### src/rtl/udp_rx_pkg.sv
// udp_rx_pkg: shared constants, error codes and FSM states for the UDP digit parser
package udp_rx_pkg;
  localparam logic [7:0] SYNC_DEFAULT = 8'hA5;
  localparam logic [7:0] CMD_LOAD     = 8'h01;
  localparam logic [7:0] CMD_CLEAR    = 8'h02;
  localparam logic [2:0] ERR_NONE     = 3'd0;
  localparam logic [2:0] ERR_LEN      = 3'd1;
  localparam logic [2:0] ERR_SYNC     = 3'd2;
  localparam logic [2:0] ERR_CSUM     = 3'd3;
  localparam logic [2:0] ERR_HEX      = 3'd4;
  localparam logic [2:0] ERR_CMD      = 3'd5;
  typedef enum logic [2:0] {ST_IDLE, ST_CMD, ST_DATA, ST_CSUM, ST_DRAIN} state_t;
endpackage

### src/rtl/udp_rx_digit_parser_hex.sv
// ascii_hex_decode: maps an ASCII hex character to its nibble and flags non-hex bytes
module ascii_hex_decode (
  input  logic [7:0] in,
  output logic [3:0] nibble,
  output logic       is_hex
);
  logic is_dec, is_alpha;
  // Digits map directly; 'A'-'F' and 'a'-'f' share the same low nibble 1..6
  always_comb begin
    is_dec   = in >= 8'h30 && in <= 8'h39;
    is_alpha = (in >= 8'h41 && in <= 8'h46) || (in >= 8'h61 && in <= 8'h66);
    is_hex   = is_dec || is_alpha;
    nibble   = is_dec ? in[3:0] : is_alpha ? in[3:0] + 4'd9 : 4'd0;
  end
endmodule

### src/rtl/udp_rx_digit_parser.sv
// udp_rx_digit_parser: validates framed hex display commands from the UDP payload stream
module udp_rx_digit_parser
  import udp_rx_pkg::*;
#(
  parameter logic [7:0] SYNC_BYTE  = SYNC_DEFAULT,
  parameter int         NUM_DIGITS = 8,
  parameter int         ERR_CNT_W  = 8
) (
  input  logic                    udp_rx_clk,
  input  logic                    reset,
  input  logic                    app_rx_data_valid,
  input  logic [7:0]              app_rx_data,
  input  logic [15:0]             app_rx_data_length,
  output logic [4*NUM_DIGITS-1:0] digits,
  output logic                    digits_upd,
  output logic [15:0]             pkt_ok_cnt,
  output logic [ERR_CNT_W-1:0]    err_cnt,
  output logic [2:0]              last_err,
  output logic                    busy
);
  localparam logic [15:0] PKT_LEN   = 16'(NUM_DIGITS + 3);
  localparam logic [15:0] LAST_DATA = 16'(NUM_DIGITS + 1);
  state_t                  state;
  logic [15:0]             len, byte_idx;
  logic [7:0]              acc, cmd;
  logic [4*NUM_DIGITS-1:0] shreg;
  logic                    hex_bad;
  logic [2:0]              pend_err;
  logic [3:0]              nib;
  logic                    is_hex;
  logic [ERR_CNT_W-1:0]    err_inc;
  ascii_hex_decode u_dec (.in(app_rx_data), .nibble(nib), .is_hex(is_hex));
  assign err_inc = err_cnt + ERR_CNT_W'(~&err_cnt);
  assign busy    = state != ST_IDLE;
  // Frame parser: every valid byte advances the FSM; rejections and loads land on the consuming edge
  always_ff @(posedge udp_rx_clk or negedge reset) begin
    if (!reset) begin
      state      <= ST_IDLE;
      len        <= '0;
      byte_idx   <= '0;
      acc        <= '0;
      cmd        <= '0;
      shreg      <= '0;
      hex_bad    <= 1'b0;
      pend_err   <= ERR_NONE;
      digits     <= '0;
      digits_upd <= 1'b0;
      pkt_ok_cnt <= '0;
      err_cnt    <= '0;
      last_err   <= ERR_NONE;
    end else begin
      digits_upd <= 1'b0;
      if (app_rx_data_valid) begin
        case (state)
          ST_IDLE: begin
            len      <= app_rx_data_length;
            byte_idx <= 16'd1;
            acc      <= app_rx_data;
            hex_bad  <= 1'b0;
            if (app_rx_data_length < 16'd2) begin
              err_cnt  <= err_inc;
              last_err <= ERR_LEN;
            end else if (app_rx_data_length != PKT_LEN) begin
              state    <= ST_DRAIN;
              pend_err <= ERR_LEN;
            end else if (app_rx_data != SYNC_BYTE) begin
              state    <= ST_DRAIN;
              pend_err <= ERR_SYNC;
            end else begin
              state <= ST_CMD;
            end
          end
          ST_CMD: begin
            cmd      <= app_rx_data;
            acc      <= acc ^ app_rx_data;
            byte_idx <= byte_idx + 16'd1;
            state    <= ST_DATA;
          end
          ST_DATA: begin
            shreg    <= {shreg[4*NUM_DIGITS-5:0], nib};
            hex_bad  <= hex_bad | ~is_hex;
            acc      <= acc ^ app_rx_data;
            byte_idx <= byte_idx + 16'd1;
            if (byte_idx == LAST_DATA) state <= ST_CSUM;
          end
          ST_CSUM: begin
            state <= ST_IDLE;
            if (app_rx_data != acc) begin
              err_cnt  <= err_inc;
              last_err <= ERR_CSUM;
            end else if (hex_bad) begin
              err_cnt  <= err_inc;
              last_err <= ERR_HEX;
            end else if (cmd != CMD_LOAD && cmd != CMD_CLEAR) begin
              err_cnt  <= err_inc;
              last_err <= ERR_CMD;
            end else begin
              digits     <= cmd == CMD_LOAD ? shreg : '0;
              digits_upd <= 1'b1;
              pkt_ok_cnt <= pkt_ok_cnt + 16'd1;
              last_err   <= ERR_NONE;
            end
          end
          ST_DRAIN: begin
            if (byte_idx == len - 16'd1) begin
              state    <= ST_IDLE;
              err_cnt  <= err_inc;
              last_err <= pend_err;
            end else begin
              byte_idx <= byte_idx + 16'd1;
            end
          end
          default: state <= ST_IDLE;
        endcase
      end
    end
  end
endmodule

### config.mk
export PLATFORM = sky130hd
export DESIGN_NAME = udp_rx_digit_parser
export DESIGN_NICKNAME = d
export VERILOG_FILES = /design/src/rtl/udp_rx_pkg.sv /design/src/rtl/udp_rx_digit_parser_hex.sv /design/src/rtl/udp_rx_digit_parser.sv
export SDC_FILE = /design/constraint.sdc
export NUM_CORES = 1
export LEC_CHECK = 0
export BUFFER_PORTS_ARGS = -buffer_cell sky130_fd_sc_hd__buf_2
export CORE_ASPECT_RATIO = 1.1
export CORE_UTILIZATION = 30
export DETAILED_ROUTE_END_ITERATION = 8
export PLACE_DENSITY = 0.46
export SETUP_SLACK_MARGIN = 0.2
export SYNTH_ARGS = -nofsm -noshare
export SYNTH_HDL_FRONTEND = slang
export SYNTH_SLANG_ARGS = --single-unit
### constraint.sdc
create_clock -name udp_rx_clk -period 4.15 [get_ports udp_rx_clk]
set_clock_uncertainty 0.05 [all_clocks]
set_input_delay 0.415 -clock udp_rx_clk [delete_from_list [all_inputs] [get_ports udp_rx_clk]]
set_output_delay 0.415 -clock udp_rx_clk [all_outputs]
set_load 0.005 [all_outputs]
======== Word-level counts from Yosys, hierarchy flattened ========
Index checks and enable logic that the tools add are counted.
word-level totals
  input port bits ......................... 27
  register bits after elaboration ......... 147
operators by class
  eq/ne operators ......................... 18
  muxes and demuxes ....................... 32
  bitwise gates (word level) .............. 7
  $lt $le $gt $ge ......................... 7
  add/sub/neg operators ................... 5
  reductions and logical operators ........ 27
operator list
  kind                   count
  $pmux 16 s3            1
  $mux 8                 5
  $mux 3                 12
  $add 16x1->16 const B  2
  $mux 32                1
  $pmux 8 s3             1
  $eq 16x16->1           1
  $eq 16x4->1 const B    1
  $ge 8x7->1 const B     2
  $le 8x7->1 const B     2
  $lt 16x2->1 const B    1
  $mux 16                1
  $ne 16x4->1 const B    1
  $pmux 8 s2             1
  $sub 16x1->16 const B  1
  $pmux 3 s4             1
  $reduce_and 4->1       3
  $ne 2x2->1 const B     5
  $reduce_and 2->1       5
  $reduce_and 5->1       2
  $pmux 3 s3             1
  $reduce_bool 3->1      3
  $add 8x1->8            1
  $eq 8x1->1 const B     1
  other kinds (25)       41

======== Logic depth before layout (Yosys ltp) ========
  depth in word-level cells ............... 7
  mapped depth ............................ 11
  gate-level depth less buffers ........... 10

======== By module ========
Synthesis repeated with hierarchy kept, for this count alone.
second synthesis, totals
  cell total of the unflattened synthesis .. 728
  area, all modules ....................... 7290.7 um^2
modules (own cells, without submodules)
  module               cells an instance  sequential area each (um^2)  area an instance (um^2)  times used
  udp_rx_digit_parser  703                3653.5                       7086.8                   1
  ascii_hex_decode     25                 0.0                          203.9                    1

======== Least setup slack after synthesis ========
OpenSTA, ideal clock, no wires.
  path kind ............................... register -> register
  start ................................... register len[0]
  end ..................................... register err_cnt[0]
  setup slack ............................. 1.275 ns
  stages on the path, launching flop included .. 11
  data required time ...................... 3.975 ns
  data arrival time ....................... 2.700 ns
  path buffers ............................ 1
  path through ............................ dfrtp_1 > inv_1 > ha_1 > or3b_2 > o21ai_0 > a21oi_1 > a2111oi_4 > and3_1 > o211a_1 > buf_6 > mux2_4
on the way
  word-level cells in the longest chain between the ends .. 4
ends and longest elaborated chain
  element                            RTL line                    text
  from (decl)                        udp_rx_digit_parser.sv:24   logic [15:0] len, byte_idx;
  from (signal assigned)             udp_rx_digit_parser.sv:56   len <= app_rx_data_length;
  $sub 16x1->16                      udp_rx_digit_parser.sv:105  if (byte_idx == len - 16'd1) begin
  $eq 16x16->1                       udp_rx_digit_parser.sv:105
  $ne 2x2->1 (no source line)        -
  $reduce_and 5->1 (no source line)  -
  to (signal assigned)               udp_rx_digit_parser.sv:92   err_cnt <= err_inc;
  to (signal assigned)               udp_rx_digit_parser.sv:95   err_cnt <= err_inc;
  to (signal assigned)               udp_rx_digit_parser.sv:107  err_cnt <= err_inc;
  to (decl)                          udp_rx_digit_parser.sv:17   output logic [ERR_CNT_W-1:0] err_cnt,
No other way between the ends.
A chain may end at the register's enable or synchronous reset.

======== Final worst setup path ========
Ends and elaborated chain as after synthesis.

==> results.md <==
* Status: finished, final reports clean
* WL final at roughly 17 mm
* Layout Nets at 883
* Global placer's final weighted congestion at 0.795
* Worst slew pin tran at 932 ps
* Final setup violation count at 0
* CP Max Fanout at 8
* Vias per cell at approximately 4.8
* Max Cap Viol at 0
* Switching Power at roughly 1.8 mW
* Yosys reg bits at 146
* Int Pwr at 3.07 mW
* Post-synthesis cell area at between 0.007 and 0.008 sq mm
* Hold Crit Class: input port to flop
* HPWL Detailed at approximately 12 mm
* Final Max Slew Viols at 0
* Port bufs at a little under 90
* Finished Cell Area at around 0.0084 sq mm
* Slew headroom at 0.379
* Post-route ant nets at 0
* Hold buffer count at cts at 1
* Switching Share at 0.368
* Most frequent cell after synthesis: nand2_1
* Clock Sink Count at about 150
* Final Power at ~4.8 mW
* Largest net degree at the start of global routing at 74
* Root Driver: clkbuf_16
* Syn Inst Count at between 700 and 800
* CP endpoint kind: flop
* Post-CTS Setup Inserts at 0
* VDD IR max at between 0.2 and 0.25 mV
* Total CTS buffers at 17
* Io pins at 88
* Yosys Warn Count at 0
* Top FF cell, synth: dfrtp_1
* Area growth, synth to finish at 18.0%
* Setup TNS at 0 ps
* CP Data Required Time at ~4400 ps
* Starting density of the core at 0.308
* Die area at 0.0243 sq mm
* Sequential Power Share at 0.430
* Static Leakage at ~4.2 nW
* H-Tree Level Count at 4
* Post-CTS sizing at 0
* Core Footprint at around 0.023 sq mm
* Residual overflow from global routing at 0
* Post-route clock period utilization at 0.764
* Cell taking the most area after synthesis: dfrtp_1
* CP Launch Type: flop
* CTS tree: built
* Library cells used by synthesis at 60
* Gate power share at 0.264
* Number of global-route vias before repair at around 5500
* P per Cell Area at approximately 580 mW/mm^2
* Clock Tree Buf Depth at 2
* Setup slack after placement at approximately 1000 ps
* Clock Pin Slew Worst Setup and Hold Paths at approximately 70 ps
* Placed inst area at just under 0.008 sq mm
* Register area share after synthesis at 0.513
* Initial antenna violation count at 0
* Die Height at roughly 160 um
* Row cnt at 58
* DRC viols at 0
* First-pass GRT wire length at about 29 mm
* Number of diodes at 0
* CP Class: flop to flop
* Post-route minimum period at between 3000 and 4000 ps
* Leading post-synthesis cells by cell area: dfrtp_1 51%, nand2_1 13%, xnor2_1 4.7%
* Via count at 5523
* Final-report hold violation count at 0
* Syn nets at approximately 800
* Die Span X at ~150 um
* CP Data Arrival Time at between 3000 and 4000 ps
* Clk pwr share at 0.306
* Peak Freq at ~320 MHz
* Fraction of layout cells with a size suffix above 1 at 0.186
* Fillers at roughly 2400
* Initial detailed-routing violation count at roughly 330
* Final non-filler cell total at 1160
* Setup ws final at 981 ps
* Clock latency on the worst-skew pair at 430 ps
* Number of enable flip-flop cells after synthesis at 0
* Drt first pass iters at 4
* GRT Util Overall at 0.152
* Post-synth top cells: 241 x nand2_1, 146 x dfrtp_1, 48 x nand3_1
* Unrepaired setup endpoints after global routing: no
* # placed instances at around 1100
* Avg Synthesized Cell Area at between 9 and 10 sq um
* Drt wl/cell at between 15 and 20 um
* Async SR Flop Fraction at 1.00
* Synth top area share at 0.513
critical path: stages (launching register included):
cell and delay, ps:
dfrtp_1 430, inv_1 90, ha_1 240, or3b_2 510
o31ai_1 250, nand4b_1 170, a2111oi_4 390, and3_1 260
o211a_1 340, mux2_4 330
layer usage:
metal  wire [um]  GRT usage  up-vias
li1            -          -     2736
met5           0          0        -
met2        7770      0.236      116
met3         814     0.0332       22
met1        8530      0.206     2649
met4         367     0.0612        0
layout by cell type, fill, tap and decap left out, types with 5 or more instances in the layout:
cell type	synthesis	layout
o21ai_0	21	21
inv_1	13	13
clkbuf_16	0	17
nand3_1	48	48
nand2b_1	5	5
inv_6	0	7
a21oi_1	10	10
buf_2	1	86
buf_4	1	10
xnor2_1	38	38
nor3_1	10	10
nand2_1	241	241
dfrtp_1	146	146
xor2_1	29	29
ha_1	9	9
nor4_1	8	8
mux2_2	13	13
and3_1	10	10
nand4_1	18	18
nor2_1	40	40
and4_1	6	6
kinds of logic (layout without fill, tap and decap cells):
family                   after synthesis  in the layout  share of synthesized area
AO/OA/AOI/OAI                         58             58                     0.0571
XOR/XNOR                              67             67                     0.0824
adder cells (fa/ha/maj)                9              9                     0.0158
buffers and inverters                 50            143                     0.0330
flip-flops                           146            146                      0.513
multiplexers                          16             16                     0.0262
AND/OR/NAND/NOR                      421            421                      0.272
final timing paths:
path | from | endpoint | slack (ps) | depth (start not counted)
max | len[0] | err_cnt[0] | 980 | 9
min | app_rx_data_length[10] | len[10] | 140 | 3
max reg2reg | len[0] | err_cnt[0] | 980 | 9
min reg2reg | digits[13] | digits[13] | 410 | 2
max in group asynchronous | reset | len[0] | 2510 | 3
min in group asynchronous | reset | pkt_ok_cnt[12] | 520 | 2
layout make-up:
type / instances / area [sq um] / area share
Inverter: 13 / 48.8 / 0.00581
Clock inverter: 15 / 136 / 0.0162
Sequential cell: 146 / 3650 / 0.435
Clock buffer: 17 / 425 / 0.0506
Tap cell: 300 / 375 / 0.0447
Multi-Input combinational cell: 571 / 3230 / 0.385
Timing Repair Buffer: 98 / 527 / 0.0627
sequential cells by signal, summed over array words and instances (netlist names):
| name | flops |
|---|---|
| byte_idx | 16 |
| last_err | 3 |
| len | 16 |
| err_cnt | 8 |
| state | 3 |
| pkt_ok_cnt | 16 |
| digits_upd | 1 |
| digits | 32 |
| cmd | 8 |
| acc | 8 |
| hex_bad | 1 |
| pend_err | 2 |
| shreg | 32 |
power by group through the flow:
| stage | combinational, mW | sequential (mW) | clock, mW |
|---|---|---|---|
| floorplan | 1.07 | 1.95 | 0 |
| global placement | 1.29 | 2.11 | 0 |
| detailed placement | 1.29 | 2.11 | 0 |
| CTS | 1.30 | 2.09 | 1.53 |
| global route | 1.45 | 2.14 | 1.59 |
| finish | 1.28 | 2.08 | 1.49 |
stage by stage:
stage / hold WS (ps) / utilization
after floorplan: 69.4 / -
after global placement: 395 / 0.339
after detailed placement: 401 / 0.339
after CTS: 135 / 0.364
after global routing: 141 / 0.364
final: 145 / 0.364
(Power assumes the default switching activity.)
